## config.mk

```make
export PLATFORM = sky130hd
export DESIGN_NAME = mem_bus_arbiter
export DESIGN_NICKNAME = d
export VERILOG_FILES = /design/src/rtl/mem_bus_arbiter.sv
export SDC_FILE = /design/constraint.sdc
export NUM_CORES = 1
export LEC_CHECK = 0
export BUFFER_PORTS_ARGS = -buffer_cell sky130_fd_sc_hd__buf_2
export CELL_PAD_IN_SITES_DETAIL_PLACEMENT = 1
export CELL_PAD_IN_SITES_GLOBAL_PLACEMENT = 1
export CORE_AREA = 3 3 198 200
export DETAILED_ROUTE_END_ITERATION = 10
export DIE_AREA = 0 0 201 203
export PLACE_DENSITY = 0.55
export SETUP_SLACK_MARGIN = 0.3
export SLEW_MARGIN = 10
export SYNTH_ARGS = -nofsm -noshare
export SYNTH_HDL_FRONTEND = slang
export SYNTH_SLANG_ARGS = --single-unit
```

## constraint.sdc

```tcl
create_clock -name clk -period 1.9 [get_ports clk]
set_input_delay 0.475 -clock clk [delete_from_list [all_inputs] [get_ports clk]]
set_output_delay 0.475 -clock clk [all_outputs]
set_load 0.005 [all_outputs]
```

## src/rtl/mem_bus_arbiter.sv

```systemverilog
// Two-requester single-beat memory arbiter: fixed data priority with a fetch anti-starvation streak limit.
// Define MEM_BUS_ARB_TIMEOUT_EN to add a BUSY-state watchdog that completes the owner with an error flag.
module mem_bus_arbiter #(
    parameter int unsigned MAX_D_STREAK   = 4,
    parameter int unsigned TIMEOUT_CYCLES = 256
) (
    input  logic        clk,
    input  logic        reset,
    input  logic        i_valid,
    input  logic [63:0] i_addr,
    output logic [31:0] i_data,
    output logic        i_data_ok,
    output logic        i_err,
    input  logic        d_valid,
    input  logic [63:0] d_addr,
    input  logic [2:0]  d_size,
    input  logic [7:0]  d_strobe,
    input  logic [63:0] d_wdata,
    output logic [63:0] d_rdata,
    output logic        d_data_ok,
    output logic        d_err,
    output logic        m_valid,
    output logic [63:0] m_addr,
    output logic [2:0]  m_size,
    output logic [7:0]  m_strobe,
    output logic [63:0] m_wdata,
    input  logic [63:0] m_rdata,
    input  logic        m_ready,
    output logic        grant_d,
    output logic        busy
);

    if (MAX_D_STREAK < 1 || MAX_D_STREAK > 15) begin : g_bad_streak
        $error("mem_bus_arbiter: MAX_D_STREAK out of range 1..15");
    end
    if (TIMEOUT_CYCLES < 2 || TIMEOUT_CYCLES > 65535) begin : g_bad_timeout
        $error("mem_bus_arbiter: TIMEOUT_CYCLES out of range 2..65535");
    end

    localparam logic [0:0] IDLE = 1'b0;
    localparam logic [0:0] BUSY = 1'b1;
    localparam logic [3:0] STREAK_LIMIT = 4'(MAX_D_STREAK);

    logic [0:0]  state_q, state_d;
    logic [3:0]  streak_q, streak_d;
    logic        owner_q, owner_d;
    logic        sel_q, sel_d;
    logic [63:0] addr_q, addr_d;
    logic [2:0]  size_q, size_d;
    logic [7:0]  strobe_q, strobe_d;
    logic [63:0] wdata_q, wdata_d;

    logic grant_i, grant_dv, granting;
    logic complete, timeout, finish;

    assign complete = (state_q == BUSY) && m_ready;
    assign finish   = complete || timeout;
    assign granting = (state_q == IDLE) && (grant_i || grant_dv);

    // I wins only when it is the sole requester or D has used up its streak allowance.
    assign grant_i  = i_valid && (!d_valid || (streak_q == STREAK_LIMIT));
    assign grant_dv = d_valid && !grant_i;

    always_comb begin
        state_d  = state_q;
        streak_d = streak_q;
        owner_d  = owner_q;
        sel_d    = sel_q;
        addr_d   = addr_q;
        size_d   = size_q;
        strobe_d = strobe_q;
        wdata_d  = wdata_q;
        case (state_q)
            IDLE: begin
                if (grant_dv) begin
                    state_d  = BUSY;
                    owner_d  = 1'b1;
                    addr_d   = d_addr;
                    size_d   = d_size;
                    strobe_d = d_strobe;
                    wdata_d  = d_wdata;
                    if (i_valid) begin
                        streak_d = (streak_q == 4'hF) ? streak_q : streak_q + 4'd1;
                    end else begin
                        streak_d = 4'd0;
                    end
                end else if (grant_i) begin
                    state_d  = BUSY;
                    owner_d  = 1'b0;
                    sel_d    = i_addr[2];
                    addr_d   = i_addr;
                    size_d   = 3'b010;
                    strobe_d = 8'h00;
                    wdata_d  = 64'h0;
                    streak_d = 4'd0;
                end
            end
            BUSY: begin
                if (finish) begin
                    state_d = IDLE;
                end
            end
            default: state_d = IDLE;
        endcase
    end

    always_ff @(posedge clk or negedge reset) begin
        if (!reset) begin
            state_q  <= IDLE;
            streak_q <= 4'd0;
            owner_q  <= 1'b0;
            sel_q    <= 1'b0;
            addr_q   <= 64'h0;
            size_q   <= 3'b000;
            strobe_q <= 8'h00;
            wdata_q  <= 64'h0;
        end else begin
            state_q  <= state_d;
            streak_q <= streak_d;
            owner_q  <= owner_d;
            sel_q    <= sel_d;
            addr_q   <= addr_d;
            size_q   <= size_d;
            strobe_q <= strobe_d;
            wdata_q  <= wdata_d;
        end
    end

`ifdef MEM_BUS_ARB_TIMEOUT_EN
    localparam logic [15:0] TIMER_LAST = 16'(TIMEOUT_CYCLES - 1);

    logic [15:0] timer_q, timer_d;

    // Timer counts BUSY cycles without a response; restarts at every grant.
    always_comb begin
        timer_d = timer_q;
        if (granting) begin
            timer_d = 16'd0;
        end else if ((state_q == BUSY) && !m_ready) begin
            timer_d = timer_q + 16'd1;
        end
    end

    always_ff @(posedge clk or negedge reset) begin
        if (!reset) begin
            timer_q <= 16'd0;
        end else begin
            timer_q <= timer_d;
        end
    end

    assign timeout = (state_q == BUSY) && !m_ready && (timer_q == TIMER_LAST);
    assign i_err   = timeout && !owner_q;
    assign d_err   = timeout && owner_q;
`else
    assign timeout = 1'b0;
    assign i_err   = 1'b0;
    assign d_err   = 1'b0;
`endif

    assign m_valid  = (state_q == BUSY);
    assign busy     = (state_q == BUSY);
    assign grant_d  = owner_q;
    assign m_addr   = addr_q;
    assign m_size   = size_q;
    assign m_strobe = strobe_q;
    assign m_wdata  = wdata_q;

    // Response data is only forwarded on a genuine completion; a timeout returns zero.
    assign i_data_ok = finish && !owner_q;
    assign d_data_ok = finish && owner_q;
    assign d_rdata   = (complete && owner_q) ? m_rdata : 64'h0;
    assign i_data    = (complete && !owner_q) ? (sel_q ? m_rdata[63:32] : m_rdata[31:0]) : 32'h0;

endmodule
```

==> out/results.ini, run 1 <==
[die]
initial_core_util_pct = 19.0
fp.dieW_um = 201
die_h_um = 203
core-area_um2 = 37600
io_pins = 514
dieArea_um2 = 40800
fp-row-count = 71

[yosys]
ys.warnings.count = 0
synth_top_area_share_pct = 51.1
netlist_area_um2 = 7150
synth-seq-cells = 146
synth_most_common_cell = dfrtp_1
synth_cell_types = 36
synth-edff-count = 0
synth_ff_type = dfrtp_1
yosys.area.top_type = dfrtp_1
seq_area_frac_synth_pct = 51.1
synth_cells = 721
synth_common_cells = dfrtp_1, nand2_1, a22o_1
ys_async_sr_fraction_pct = 100
syn_area_per_cell_um2 = 9.92
synthTopCellsByArea = dfrtp_1, a22o_1, nand2_1, o211ai_1, and2_1

[critical_path]
cp-start-kind = register
worstPathArrival_ns = 1.71
cp.required_ns = 1.42
critPathLaunch = grant_d
worstSetupPathType = register to output pin
r2r_start = streak_q[1]
path_max_fanout = 6
end_kind = output pin

[layout]
regArea_um2 = 3660
final_nets = 1583
multi_input_area_um2 = 3490
area_delta_synth_final_pct = 87.2
drive_gt1_share_pct = 56.3
finalInstanceArea_um2 = 13400
nFillCells = 4368

[pwr]
combPwrFrac_pct = 49.3
p_int_mw = 10.2
power.share.clock_pct = 20.7
vdd_ir_drop_max_v = 0.000620
total_leakage_power_nw = 6.77
p_seq_share_pct = 30.0
switching_share_pct = 36.3
switchingPower_mw = 5.80
p_per_area_nw_per_um2 = 1190

[global_route]
grt_max_degree = 65
grt_pass1_vias = 8934
grt_use_total_pct = 20.3
antenna_found_initial = 19
grt_overflow = 0
grt_pass1_wl_mm = 61.7

[routing]
first_pass_iters = 4
routed_wl_mm = 44.1
vias_per_cell = 4.63
drt_iter0_drc = 342
vias = 8508
wl_per_cell_um = 24.0
ant_nets = 0
drc = 0

[sta]
finalCritPeriodShare_pct = 115
fmax_mhz = 457
hold_violations = 0
rsz0062_at_grt = true
setup_tns_ns = -18.88
setup_slack_ns = -0.288
report.final.slew_viol_count = 0
clock_skew_ns = 0.0158
setup_viol = 98
fin_crit_ns = 2.19

[placement]
placed_area_um2 = 10500
pre_cts_slack_ns = 0.141
io_buffer_count = 511
dp_hpwl_mm = 28.4
gp_congestion = 0.972

[cts]
cts_buffer_depth = 2
ctsRootBufferMaster = clkbuf_16
clk_latency_ns = 0.45
cts_tree = built
numCtsBuffers = 17
cts_htree_levels = 4
path_clk_slew_ns = 0.07
cts.sink_count = 146

[worst_hold_path]
min_from = d_wdata[38]
hp-class = primary input to register

[outcome]
violations = setup timing
status = finished with violations

[run]
cap_violations = 0

worst max-delay path, cell delays in order, from the launching register on:
cell and delay [ns]:
dfrtp_1 0.39, nand3b_1 0.21, buf_4 0.17, buf_12 0.14, buf_6 0.13, nor2_1 0.11
buf_2 0.13
timing repair:
action | in CTS | in global routing
endpoints found under the hold margin | 28 | 0
setup endpoints to repair | 204 | 246
resized for setup | 91 | 88
hold buffers | 1 | 0
pin swaps | 69 | 47
setup buffers | 41 | 9
gates cloned | 33 | 12
path summary, 6_finish.rpt:
check,endpoint,cells after the start,slack [ns]
max reg2reg,m_addr[5],10,0.09
min reg2reg,m_addr[30],2,0.49
min,m_wdata[38],2,0.24
max in group asynchronous,m_wdata[21],3,0.79
min in group asynchronous,m_addr[46],2,0.50
max,i_data[8],6,-0.29
power groups by stage:
stage / registers, mW / logic [mW] / clock network, mW
2_1_floorplan: 4.84 / 2.40 / 0
3_3_place_gp: 4.77 / 5.28 / 0
3_5_place_dp: 4.79 / 5.31 / 0
4_1_cts: 4.76 / 7.08 / 3.39
5_1_grt: 4.94 / 8.43 / 3.55
6_report: 4.79 / 7.87 / 3.31
per-layer routing:
metal	up-vias	global-route usage, %	share of wire (%)
li1	3800	-	-
met1	4230	22.6	37
met2	384	37.5	53
met3	84	5.77	6.7
met4	10	6.25	3.1
met5	-	0	0.16
state kept, by name, summed over array words and instances (netlist names):
name      flops
sel_q         1
m_size        3
m_wdata      64
busy          1
m_strobe      8
grant_d       1
streak_q      4
m_addr       64
area by class of cell:
cell class / count / area share (%)
inverters: 6 / 0.206
multi-input cells: 495 / 26.1
repair buffers: 643 / 37.4
clock buffers: 20 / 3.41
diodes: 6 / 0.112
well taps: 511 / 4.78
clock inverters: 12 / 0.729
flip-flops and latches: 146 / 27.3
stage by stage:
stage	hold WS (ns)	util, %	power [mW]	cells
floorplan	0.179	-	7.24	722
global placement	0.417	28.0	10.0	1705
detailed placement	0.421	28.0	10.1	1705
CTS	0.209	33.6	15.2	1812
global route	0.212	35.6	16.9	1839
finish	0.243	35.6	16.0	1839
logic make-up after synthesis:
logic type,share of synthesized area [%]
and+or+nand+nor,21.1
AOI/OAI and AO/OA,17.1
DFF,51.1
buffers and inverters,5.65
muxes,4.64
adders and majority gates,0.350
other,0.0524
layout by cell type (no fill, tap or decap), types with 2 or more instances in the layout:
cell type	netlist	layout
nand3b_1	2	2
and2_1	64	62
nand2_2	0	2
a21oi_1	7	2
buf_12	0	33
a22o_1	74	74
inv_2	1	3
clkinvlp_4	0	2
inv_1	5	2
mux2i_2	0	9
buf_4	3	22
clkinv_2	0	2
clkbuf_16	0	27
buf_8	0	8
nor2_1	34	10
dfrtp_2	0	2
buf_2	31	505
nand3_2	0	2
clkinv_4	0	4
o21ai_0	4	2
nor2_4	0	13
buf_16	0	30
diode_2	0	6
nand2_1	126	124
clkbuf_8	0	2
mux2i_1	32	14
dfrtp_1	146	144
mux2i_4	0	9
conb_1	1	2
bufbuf_16	0	3
o21ba_4	0	2
and2_4	0	2
nor2_2	1	12
o211ai_1	63	63
buf_6	6	31
inv_6	0	4
nand4_1	63	63
and3_1	3	2
a21oi_2	0	5
Note: power is estimated with default switching activity, not from simulation.
==> inputs of run 2 (changes only) <==
CELL_PAD_IN_SITES_DETAIL_PLACEMENT = default   (was 1)
CELL_PAD_IN_SITES_GLOBAL_PLACEMENT = default   (was 1)
CORE_AREA = 3 3 201 203   (was 3 3 198 200)
DIE_AREA = 0 0 204 206   (was 0 0 201 203)
PLACE_DENSITY = 0.4   (was 0.55)
==> run 2 against run 1 <==
Effect of this change:
- clock-buffer cell count unchanged
- the run still ends with setup timing left
- largest power group unchanged
- non-clock buffer count decreased by 22
- sequential share of layout area rose by 1.2 points
- clock power up 3%
- critical endpoint is now i_data[22]
- power down 6.1%
- combinational power fell by 14%
- register-to-register slack lost 0.05 ns
- final cell count shrank 1.1%
- cell area down 4.2%
- global-route usage shrank 4.0 points
- via count down 4.9%
- sequential power hardly changed
==> out/results.ini, run 2 (synthesis results as in run 1) <==
[sta]
fmax_mhz = 477  ; was 457 MHz
finalCritPeriodShare_pct = 110  ; was 115%
fin_crit_ns = 2.10  ; was 2.19 ns
setup_viol = 98  ; unchanged
setup_slack_ns = -0.197  ; was -0.288 ns
rsz0062_at_grt = true  ; unchanged
clock_skew_ns = 0.0124  ; was 0.0158 ns
report.final.slew_viol_count = 0  ; unchanged
hold_violations = 0  ; unchanged

[routing]
drc = 0  ; unchanged
vias = 8089  ; was 8,508
wl_met1_mm = 13.4  ; was 16.5 mm
vias_per_cell = 4.45  ; was 4.63
met3_length_mm = 3.02  ; was 2.95 mm
first_pass_iters = 4  ; unchanged
ant_nets = 0  ; unchanged
drt_iter0_drc = 384  ; was 342
wl_per_cell_um = 20.7  ; was 24.0 um
route.top_layer_used = met5  ; unchanged
routed_wl_mm = 37.7  ; was 44.1 mm
met2_length_mm = 20.0  ; was 23.2 mm

[pwr]
total_leakage_power_nw = 6.55  ; was 6.77 nW
switchingPower_mw = 5.20  ; was 5.80 mW
p_per_area_nw_per_um2 = 1170  ; was 1190 nW/um2
power.share.clock_pct = 22.8  ; was 20.7%
power.total_mw = 15.0  ; was 16.0 mW
p_seq_share_pct = 31.9  ; was 30.0%
switching_share_pct = 34.7  ; was 36.3%
combPwrFrac_pct = 45.3  ; was 49.3%
vdd_ir_drop_max_v = 0.000608  ; was 0.000620 V
p_int_mw = 9.81  ; was 10.2 mW

[placement]
dp_hpwl_mm = 26.1  ; was 28.4 mm
dpl.cell_count = 1722  ; was 1,705
gp_congestion = 0.738  ; was 0.972
placed_area_um2 = 10800  ; was 10,500 um2
io_buffer_count = 511  ; unchanged

[critical_path]
cp_slowest_cell = dfrtp_2  ; was dfrtp_1
path_max_fanout = 7  ; was 6
end_kind = output pin  ; unchanged
cp-start-kind = register  ; unchanged
worstPathArrival_ns = 1.62  ; was 1.71 ns
cp_top_family = flip-flops  ; was buffers and inverters
worstSetupPathType = register to output pin  ; unchanged
worst-path-buf-inv = 3  ; was 4
slowest_delay_ns = 0.48  ; was 0.39 ns
cp.required_ns = 1.42  ; about the same
cp_cell_sequence = buf_12 > buf_16 > mux2i_4 > nor2_4 > buf_2  ; was nand3b_1 > buf_4 > buf_12 > buf_6 > nor2_1 > buf_2

[run]
cap_violations = 0  ; unchanged

[global_route]
grt_pass1_wl_mm = 51.4  ; was 61.7 mm
grt_pass1_vias = 8062  ; was 8,934
grt_max_degree = 62  ; was 65
grt_use_total_pct = 16.4  ; was 20.3%
antenna_found_initial = 14  ; was 19
grt_overflow = 0  ; unchanged

[layout]
postLayoutCoreUtil_pct = 33.2  ; was 35.6%
nFillCells = 3991  ; was 4,368
multi_input_area_um2 = 3280  ; was 3490 um2
final_nets = 1560  ; was 1,583
area_delta_synth_final_pct = 79.4  ; was 87.2%
fin_cells = 1819  ; was 1,839
final_cell_mix = buf_2, dfrtp_1, nand2_1  ; unchanged
drive_gt1_share_pct = 53.9  ; was 56.3%
regArea_um2 = 3650  ; was 3660 um2
final_common_cell = buf_2  ; unchanged
finalInstanceArea_um2 = 12800  ; was 13,400 um2

[cts]
cts_buffer_depth = 2  ; unchanged
path_clk_slew_ns = 0.07  ; about the same
cts_tree = built  ; unchanged
cts.sink_count = 146  ; unchanged
ctsRootBufferMaster = clkbuf_16  ; unchanged
numCtsBuffers = 17  ; unchanged
cts_htree_levels = 4  ; unchanged
clk_latency_ns = 0.44  ; was 0.45 ns

[die]
initial_core_util_pct = 18.5  ; was 19.0%
fp-row-count = 72  ; was 71
io_pins = 514  ; unchanged
core-area_um2 = 38600  ; was 37,600 um2
fp.dieW_um = 204  ; was 201 um
dieArea_um2 = 42000  ; was 40,800 um2
die_h_um = 206  ; was 203 um

[outcome]
status = finished with violations  ; unchanged
violations = setup timing  ; unchanged

[worst_hold_path]
hp-class = primary input to register  ; unchanged

==> run 2: cell count changes in the layout (fill, tap and decap cells not counted), moves of 5 or more <==
cell | previous run | this run
buf_6 | 31 | 37
buf_2 | 505 | 490
buf_16 | 30 | 16
mux2i_4 | 9 | 1
and2_4 | 2 | 16
mux2i_1 | 14 | 22
buf_12 | 33 | 47
nor2_1 | 10 | 27
nor2_4 | 13 | 2
buf_8 | 8 | 3
and2_1 | 62 | 48
nor2_2 | 12 | 6
==> run 2: final cells by class <==
| class | count | area share, % |
|---|---|---|
| tap | 518 | 5.05 |
| antenna | 3 | 0.0585 |
| clock buffer | 20 | 3.56 |
| clock inverter | 11 | 1.01 |
| inverter | 6 | 0.195 |
| timing repair buffer | 621 | 36.1 |
| multi-input combinational | 494 | 25.5 |
| sequential | 146 | 28.5 |
==> run 2: repair_timing <==
item / 4_1_cts / 5_1_grt
gates resized for setup: 42 / 72
hold buffers: 1 / 0
cloned: 17 / 8
endpoints found under the setup margin: 223 / 242
pin swaps: 42 / 63
buffers inserted: 31 / 6
endpoints found under the hold margin: 29 / 0
==> run 2: metal layers <==
layer | GRT usage, % | vias up
met5 | 0 | -
met4 | 5.85 | 20
met3 | 5.53 | 66
met2 | 30.4 | 362
met1 | 17.2 | 3900
li1 | - | 3741
==> run 2: metrics by stage <==
stage | hold slack (ns) | setup TNS (ns) | setup slack (ns)
4_1_cts | 0.220 | -15.86 | -0.206
6_report | 0.251 | -14.99 | -0.197
3_5_place_dp | 0.419 | 0 | 0.118
5_1_grt | 0.221 | -23.66 | -0.276
3_3_place_gp | 0.425 | 0 | 0.131
2_1_floorplan | 0.179 | 0 | 0.295
==> run 2: final timing paths <==
check | startpoint | endpoint | slack, ns | cells after the start
setup / recovery | sel_q | i_data[22] | -0.20 | 5
hold / removal | d_wdata[2] | m_wdata[2] | 0.25 | 2
setup reg to reg | streak_q[0] | m_addr[28] | 0.04 | 10
hold reg to reg | m_addr[26] | m_addr[26] | 0.49 | 2
max in group asynchronous | reset | sel_q | 0.81 | 3
min in group asynchronous | reset | m_addr[35] | 0.51 | 2
==> run 2: worst reg2reg max path, stage by stage (launching register included) <==
cell	delay (ns)
dfrtp_1	0.39
inv_2	0.07
ha_4	0.15
and4b_2	0.25
buf_6	0.12
buf_6	0.11
nor2_4	0.16
clkbuf_16	0.19
buf_6	0.10
buf_8	0.11
o211ai_1	0.08
==> run 2: power by group through the flow <==
| stage | Combinational (mW) | Sequential (mW) | Clock [mW] |
|---|---|---|---|
| CTS | 6.40 | 4.80 | 3.53 |
| detailed placement | 5.44 | 4.80 | 0 |
| finish | 6.80 | 4.79 | 3.42 |
| global route | 7.36 | 4.93 | 3.67 |
| floorplan | 2.40 | 4.84 | 0 |
| global placement | 5.41 | 4.84 | 0 |
